File: src/rtl/memory_map_pkg.sv
`default_nettype none
// ============================================================================
//  Module      : memory_map_pkg
//  Description : Address map constants and bus FSM state encoding shared by
//                memory_bus and its RAM.
//  Contents    : RAM_BASE, ROM_BASE, REGION_MASK, PORT0_ADDR, PORTIN_ADDR,
//                bus_state_t (IDLE / ACCESS / DONE)
//  Revision    : 1.0  initial release
// ============================================================================
package memory_map_pkg;

    localparam logic [15:0] RAM_BASE    = 16'h0000;
    localparam logic [15:0] ROM_BASE    = 16'h4000;
    localparam logic [15:0] REGION_MASK = 16'hFFC0;   // 64-byte windows
    localparam logic [15:0] PORT0_ADDR  = 16'h8008;
    localparam logic [15:0] PORTIN_ADDR = 16'h8009;

    typedef enum logic [1:0] {
        IDLE   = 2'd0,
        ACCESS = 2'd1,
        DONE   = 2'd2
    } bus_state_t;

endpackage
`default_nettype wire

File: src/rtl/ram.sv
`default_nettype none
// ============================================================================
//  Module      : ram
//  Description : Single-port synchronous RAM, DEPTH x 8, write-first,
//                one-cycle read latency. Contents are not reset.
//  Ports       : clk      - clock
//                write_en - write strobe
//                addr     - byte index
//                wdata    - write data
//                rdata    - registered read data (new data on a write)
//  Revision    : 1.0  initial release
// ============================================================================
module ram #(
    parameter int DEPTH  = 64,
    parameter int ADDR_W = $clog2(DEPTH)
) (
    input  logic              clk,
    input  logic              write_en,
    input  logic [ADDR_W-1:0] addr,
    input  logic [7:0]        wdata,
    output logic [7:0]        rdata
);
    import memory_map_pkg::*;

    logic [7:0] mem [DEPTH];

    always_ff @(posedge clk) begin
        if (write_en) begin
            mem[addr] <= wdata;
            rdata     <= wdata;
        end else begin
            rdata     <= mem[addr];
        end
    end

endmodule
`default_nettype wire

File: src/rtl/memory_bus.sv
`default_nettype none
// ============================================================================
//  Module      : memory_bus
//  Description : Fixed-latency request/ready memory bus for the 8008 core.
//                Decodes RAM, ROM window, output port and input port.
//                Optional build macro: MEMORY_BUS_ERROR_EN (enables bus_error
//                pulses for unmapped accesses and writes to read-only space).
//  Ports       : clk, reset (sync, active-low)
//                address/data_in/bus_enable/write_enable - core request
//                data_out/data_ready/busy                - core response
//                rom_address/rom_data                    - program ROM
//                ioport_0 (LED register), ioport_in (button pins)
//                bus_error                               - error pulse
//  Revision    : 1.0  initial release
// ============================================================================
module memory_bus #(
    parameter int         RAM_DEPTH   = 64,
    parameter logic [7:0] RESET_PORT0 = 8'h00
) (
    input  logic        clk,
    input  logic        reset,
    input  logic [15:0] address,
    input  logic [7:0]  data_in,
    input  logic        bus_enable,
    input  logic        write_enable,
    output logic [7:0]  data_out,
    output logic        data_ready,
    output logic        busy,
    output logic [5:0]  rom_address,
    input  logic [7:0]  rom_data,
    output logic [7:0]  ioport_0,
    input  logic [7:0]  ioport_in,
    output logic        bus_error
);
    import memory_map_pkg::*;

    localparam int RAM_AW = $clog2(RAM_DEPTH);

    bus_state_t  state, next_state;
    logic [15:0] addr_q;
    logic [7:0]  wdata_q;
    logic        we_q;

    logic        hit_ram, hit_rom, hit_p0, hit_pin;
    logic [7:0]  read_value;
    logic [RAM_AW-1:0] ram_addr;
    logic [7:0]  ram_rdata;
    logic        ram_we;

    // Decode on the latched address only.
    assign hit_ram = (addr_q & REGION_MASK) == RAM_BASE;
    assign hit_rom = (addr_q & REGION_MASK) == ROM_BASE;
    assign hit_p0  = addr_q == PORT0_ADDR;
    assign hit_pin = addr_q == PORTIN_ADDR;

    assign rom_address = addr_q[5:0];

    // The RAM read is launched from the live address on the accepting edge so
    // the data is already registered during ACCESS and can be captured into
    // data_out at the same edge as the other targets. The write uses the
    // latched address and is suppressed while reset is asserted, so a write
    // caught by reset in ACCESS never lands.
    assign ram_addr = (state == IDLE) ? address[RAM_AW-1:0] : addr_q[RAM_AW-1:0];
    assign ram_we   = (state == ACCESS) && we_q && hit_ram && reset;

    ram #(.DEPTH(RAM_DEPTH), .ADDR_W(RAM_AW)) u_ram (
        .clk      (clk),
        .write_en (ram_we),
        .addr     (ram_addr),
        .wdata    (wdata_q),
        .rdata    (ram_rdata)
    );

    always_comb begin
        read_value = 8'h00;
        if (hit_ram)      read_value = ram_rdata;
        else if (hit_rom) read_value = rom_data;
        else if (hit_p0)  read_value = ioport_0;
        else if (hit_pin) read_value = ioport_in;
    end

    always_comb begin
        next_state = state;
        unique case (state)
            IDLE:    if (bus_enable) next_state = ACCESS;
            ACCESS:  next_state = DONE;
            DONE:    next_state = IDLE;
            default: next_state = IDLE;
        endcase
    end

    always_ff @(posedge clk) begin
        if (!reset) begin
            state      <= IDLE;
            addr_q     <= 16'h0000;
            wdata_q    <= 8'h00;
            we_q       <= 1'b0;
            data_out   <= 8'h00;
            data_ready <= 1'b0;
            busy       <= 1'b0;
            ioport_0   <= RESET_PORT0;
        end else begin
            state      <= next_state;
            data_ready <= (next_state == DONE);
            busy       <= (next_state != IDLE);
            if (state == IDLE && bus_enable) begin
                addr_q  <= address;
                wdata_q <= data_in;
                we_q    <= write_enable;
            end
            if (state == ACCESS) begin
                if (we_q) begin
                    data_out <= 8'h00;
                    if (hit_p0) ioport_0 <= wdata_q;
                end else begin
                    data_out <= read_value;
                end
            end
        end
    end

`ifdef MEMORY_BUS_ERROR_EN
    logic access_error;

    assign access_error = !(hit_ram || hit_rom || hit_p0 || hit_pin)
                        || (we_q && (hit_rom || hit_pin));

    // Registered in ACCESS so it lines up with the data_ready pulse in DONE.
    always_ff @(posedge clk) begin
        if (!reset) bus_error <= 1'b0;
        else        bus_error <= (state == ACCESS) && access_error;
    end
`else
    assign bus_error = 1'b0;
`endif

endmodule
`default_nettype wire
File: config.mk
export PLATFORM = sky130hd
export DESIGN_NAME = memory_bus
export DESIGN_NICKNAME = d
export VERILOG_FILES = /design/src/rtl/memory_map_pkg.sv /design/src/rtl/ram.sv /design/src/rtl/memory_bus.sv
export SDC_FILE = /design/constraint.sdc
export NUM_CORES = 1
export LEC_CHECK = 0
export ABC_AREA = 1
export CORE_ASPECT_RATIO = 1.4
export CORE_MARGIN = 2
export CORE_UTILIZATION = 61
export CTS_CLUSTER_DIAMETER = 80
export DETAILED_ROUTE_END_ITERATION = 12
export PLACE_DENSITY = 0.86
export SETUP_SLACK_MARGIN = 0.2
export SLEW_MARGIN = 10
export SYNTH_ARGS = -nofsm -noshare
export SYNTH_HDL_FRONTEND = slang
export SYNTH_SLANG_ARGS = --single-unit
export TNS_END_PERCENT = 10
File: constraint.sdc
create_clock -name clk -period 2.7 [get_ports clk]
set_clock_uncertainty 0.1 [all_clocks]
set_input_delay 0.405 -clock clk [delete_from_list [all_inputs] [get_ports clk]]
set_output_delay 0.405 -clock clk [all_outputs]
set_load 0.1 [all_outputs]
==> results.ini <==
[cells_and_area]
regArea_sq_um=16400
drive_above_1_share=0.09872
nets=2500
final_cell_count_no_fill=3014
diodes=0
areaGrowthSynthToFinish_pct=14.52
fin_area_sq_um=27330
multi_input_area_sq_um=5887
fillers=2398

[synth]
synthTopCellsByArea=edfxtp_1, nand2_1, nand3_1
synth_top_family_by_area=simple AND/OR/NAND/NOR gates
synth_xor_area_frac=0
syn_nets=2395
synthMuxAreaShare=0
async_reset_ff_frac=0
ys_seq_area_frac=0.6863
synth-compound-area-share=0.01384
synth.distinct_cells=22
ys_warn_count=0
yosys.area_share.simple=0.2311
ys_seq_elements=562
synth_top_cell_area_share=0.6444
synth-edff-count=512
synth_fa_ha_area_frac=0
ys.flop_type=edfxtp_1
syn_area_sq_um=23860
synth_commonest_cells=nand2_1, edfxtp_1, nand3_1
synthCells=2351
syn_avg_cell_area_sq_um=10.15
yosysTopAreaCell=edfxtp_1
yosysMostFrequentCell=nand2_1

[routing]
vias_per_cell=5.950
routed_wirelength_um=62170
drt_iter0_drc=2510
dr_wl_met2_um=31060
wl_per_cell_um=20.63
vias=17930
dr.pass1.iters=6
drc=0
wl_met1_um=19840
route.met3.wl_um=6574
ant_nets=0
top_layer=met4

[sta]
fin_crit_ns=2.459
rsz0062_at_grt=yes
worst_slew_pin_slew_ns=0.7074
finalMaxSlewViolations=0
fmax_mhz=406.7
final-hold-violation-count=0
timing.slew.headroom=0.5284
fin_crit_sh=0.9107
whs_ns=0.3325
setup_viol=0
final.setup.tns_ns=0

[pwr]
p_per_area_nw_per_um2=694.1
p_leak_nw=11.20
vdd_ir_drop_max_mv=0.6868

[global_route]
grt_max_degree=144
grt_pass1_vias=17790
grt_overflow=0
grt_pass1_wl_um=95770
track_usage=0.3121
antenna_found_initial=0

[run]
max_cap_violations=0

[placed_design]
place_area_sq_um=25700
port_buffers=67
place_hpwl_um=36750
dp.cells=2927
finalWeightedCongestion=0.9442

[die]
rows=85
initial_core_util=0.6198
core_area_sq_um=38500
die_x_um=171.2
io_pins=69
dieArea_sq_um=40740
die_height_um=238.0

[min_path]
min_path_type=in2reg

[clock_network]
root_buffer=clkbuf_16
clk_latency_ns=0.57
cts_sinks=562
clk_pin_slew_worst_paths_ns=0.07
cts_tree=built
numCtsBuffers=47
h-tree-depth=2
cts_buffer_depth=3

[critical_path]
start_kind=flop
rrSetupSlack_ns=0.24
criticalPathCategory=reg2reg
cp.required_ns=3.05
crit_path_end_kind=flop
crit_fanout=64
cp.arrival_ns=2.81

[status]
status=finished, final reports clean

[power by group]
group | internal [mW] | switching (mW)
logic | 0.677 | 1.80
clock network | 3.86 | 2.96
registers | 9.60 | 0.0704
total | 14.1 | 4.83
[final timing paths]
kind                                 start           to  cells past startpoint
worst max-delay path                  flop  data_out[0]                     11
worst min-delay path            address[0]    addr_q[0]                      3
worst max register to register        flop  data_out[0]                     11
worst min register to register  addr_q[12]   addr_q[12]                      2
[critical path, cell delays in order (launching register included)]
cell      delay (ns)
dfxtp_4         0.37
clkinv_2        0.07
buf_4           0.55
nand3_1         0.26
nand3_1         0.17
nand3_1         0.13
nand3_1         0.14
nand3_1         0.17
nand2_1         0.16
nand2_1         0.07
nand2_1         0.06
a21oi_1         0.05
[layout by cell type (no fill, tap or decap), types with 10 or more instances in the layout]
master	netlist	final
a21oi_1	17	17
buf_12	0	16
buf_4	7	115
clkbuf_1	93	11
clkbuf_16	0	49
clkdlybuf4s50_1	0	43
clkinv_2	0	11
dfxtp_1	50	38
dfxtp_2	0	10
edfxtp_1	512	512
inv_1	301	300
nand2_1	703	699
nand3_1	459	457
nor2_1	114	109
o21ai_0	37	35
[cell families (layout without fill, tap and decap cells)]
logic type             count (synthesis)  in the layout
AO/OA/AOI/OAI                         62             62
buffers and inverters                429            570
flip-flops                           562            562
other                                  1              1
AND/OR/NAND/NOR                     1297           1297
[through the flow]
stage                     utilization  setup slack [ns]  total power, mW
after global placement         0.6675            0.1242            12.15
after floorplan                     -            0.1399            11.35
after CTS                      0.7085            0.2163            18.90
final                          0.7098            0.2410            18.97
after detailed placement       0.6675           0.08671            12.21
after global routing           0.7098            0.1410            19.47
[layer usage]
metal	up-vias	global-route usage
li1	7959	-
met1	8230	0.3607
met2	1394	0.5359
met3	350	0.04644
met4	0	0.2111
met5	-	0
[state kept, by name, indices dropped and copies added (netlist names), named ones only]
signal / flops
u_ram.mem: 512
addr_q: 16
data_out: 8
ioport_0: 8
wdata_q: 8
busy: 1
data_ready: 1
state: 1
we_q: 1
[area by class of cell]
cell class | count | share of cell area
clock buffer | 62 | 0.04739
clock inverter | 23 | 0.008883
inverter | 303 | 0.04185
multi-input combinational | 1360 | 0.2154
sequential | 562 | 0.6000
tap | 522 | 0.02390
timing repair buffer | 182 | 0.06250
[what timing repair did]
| item | 4_1_cts | 5_1_grt |
|---|---|---|
| endpoints found under the setup margin | 176 | 497 |
| hold buffers | 0 | 0 |
| buffers inserted | 2 | 0 |
| resized for setup | 8 | 15 |
| pin swaps | 1 | 1 |
(Power assumes the default switching activity.)
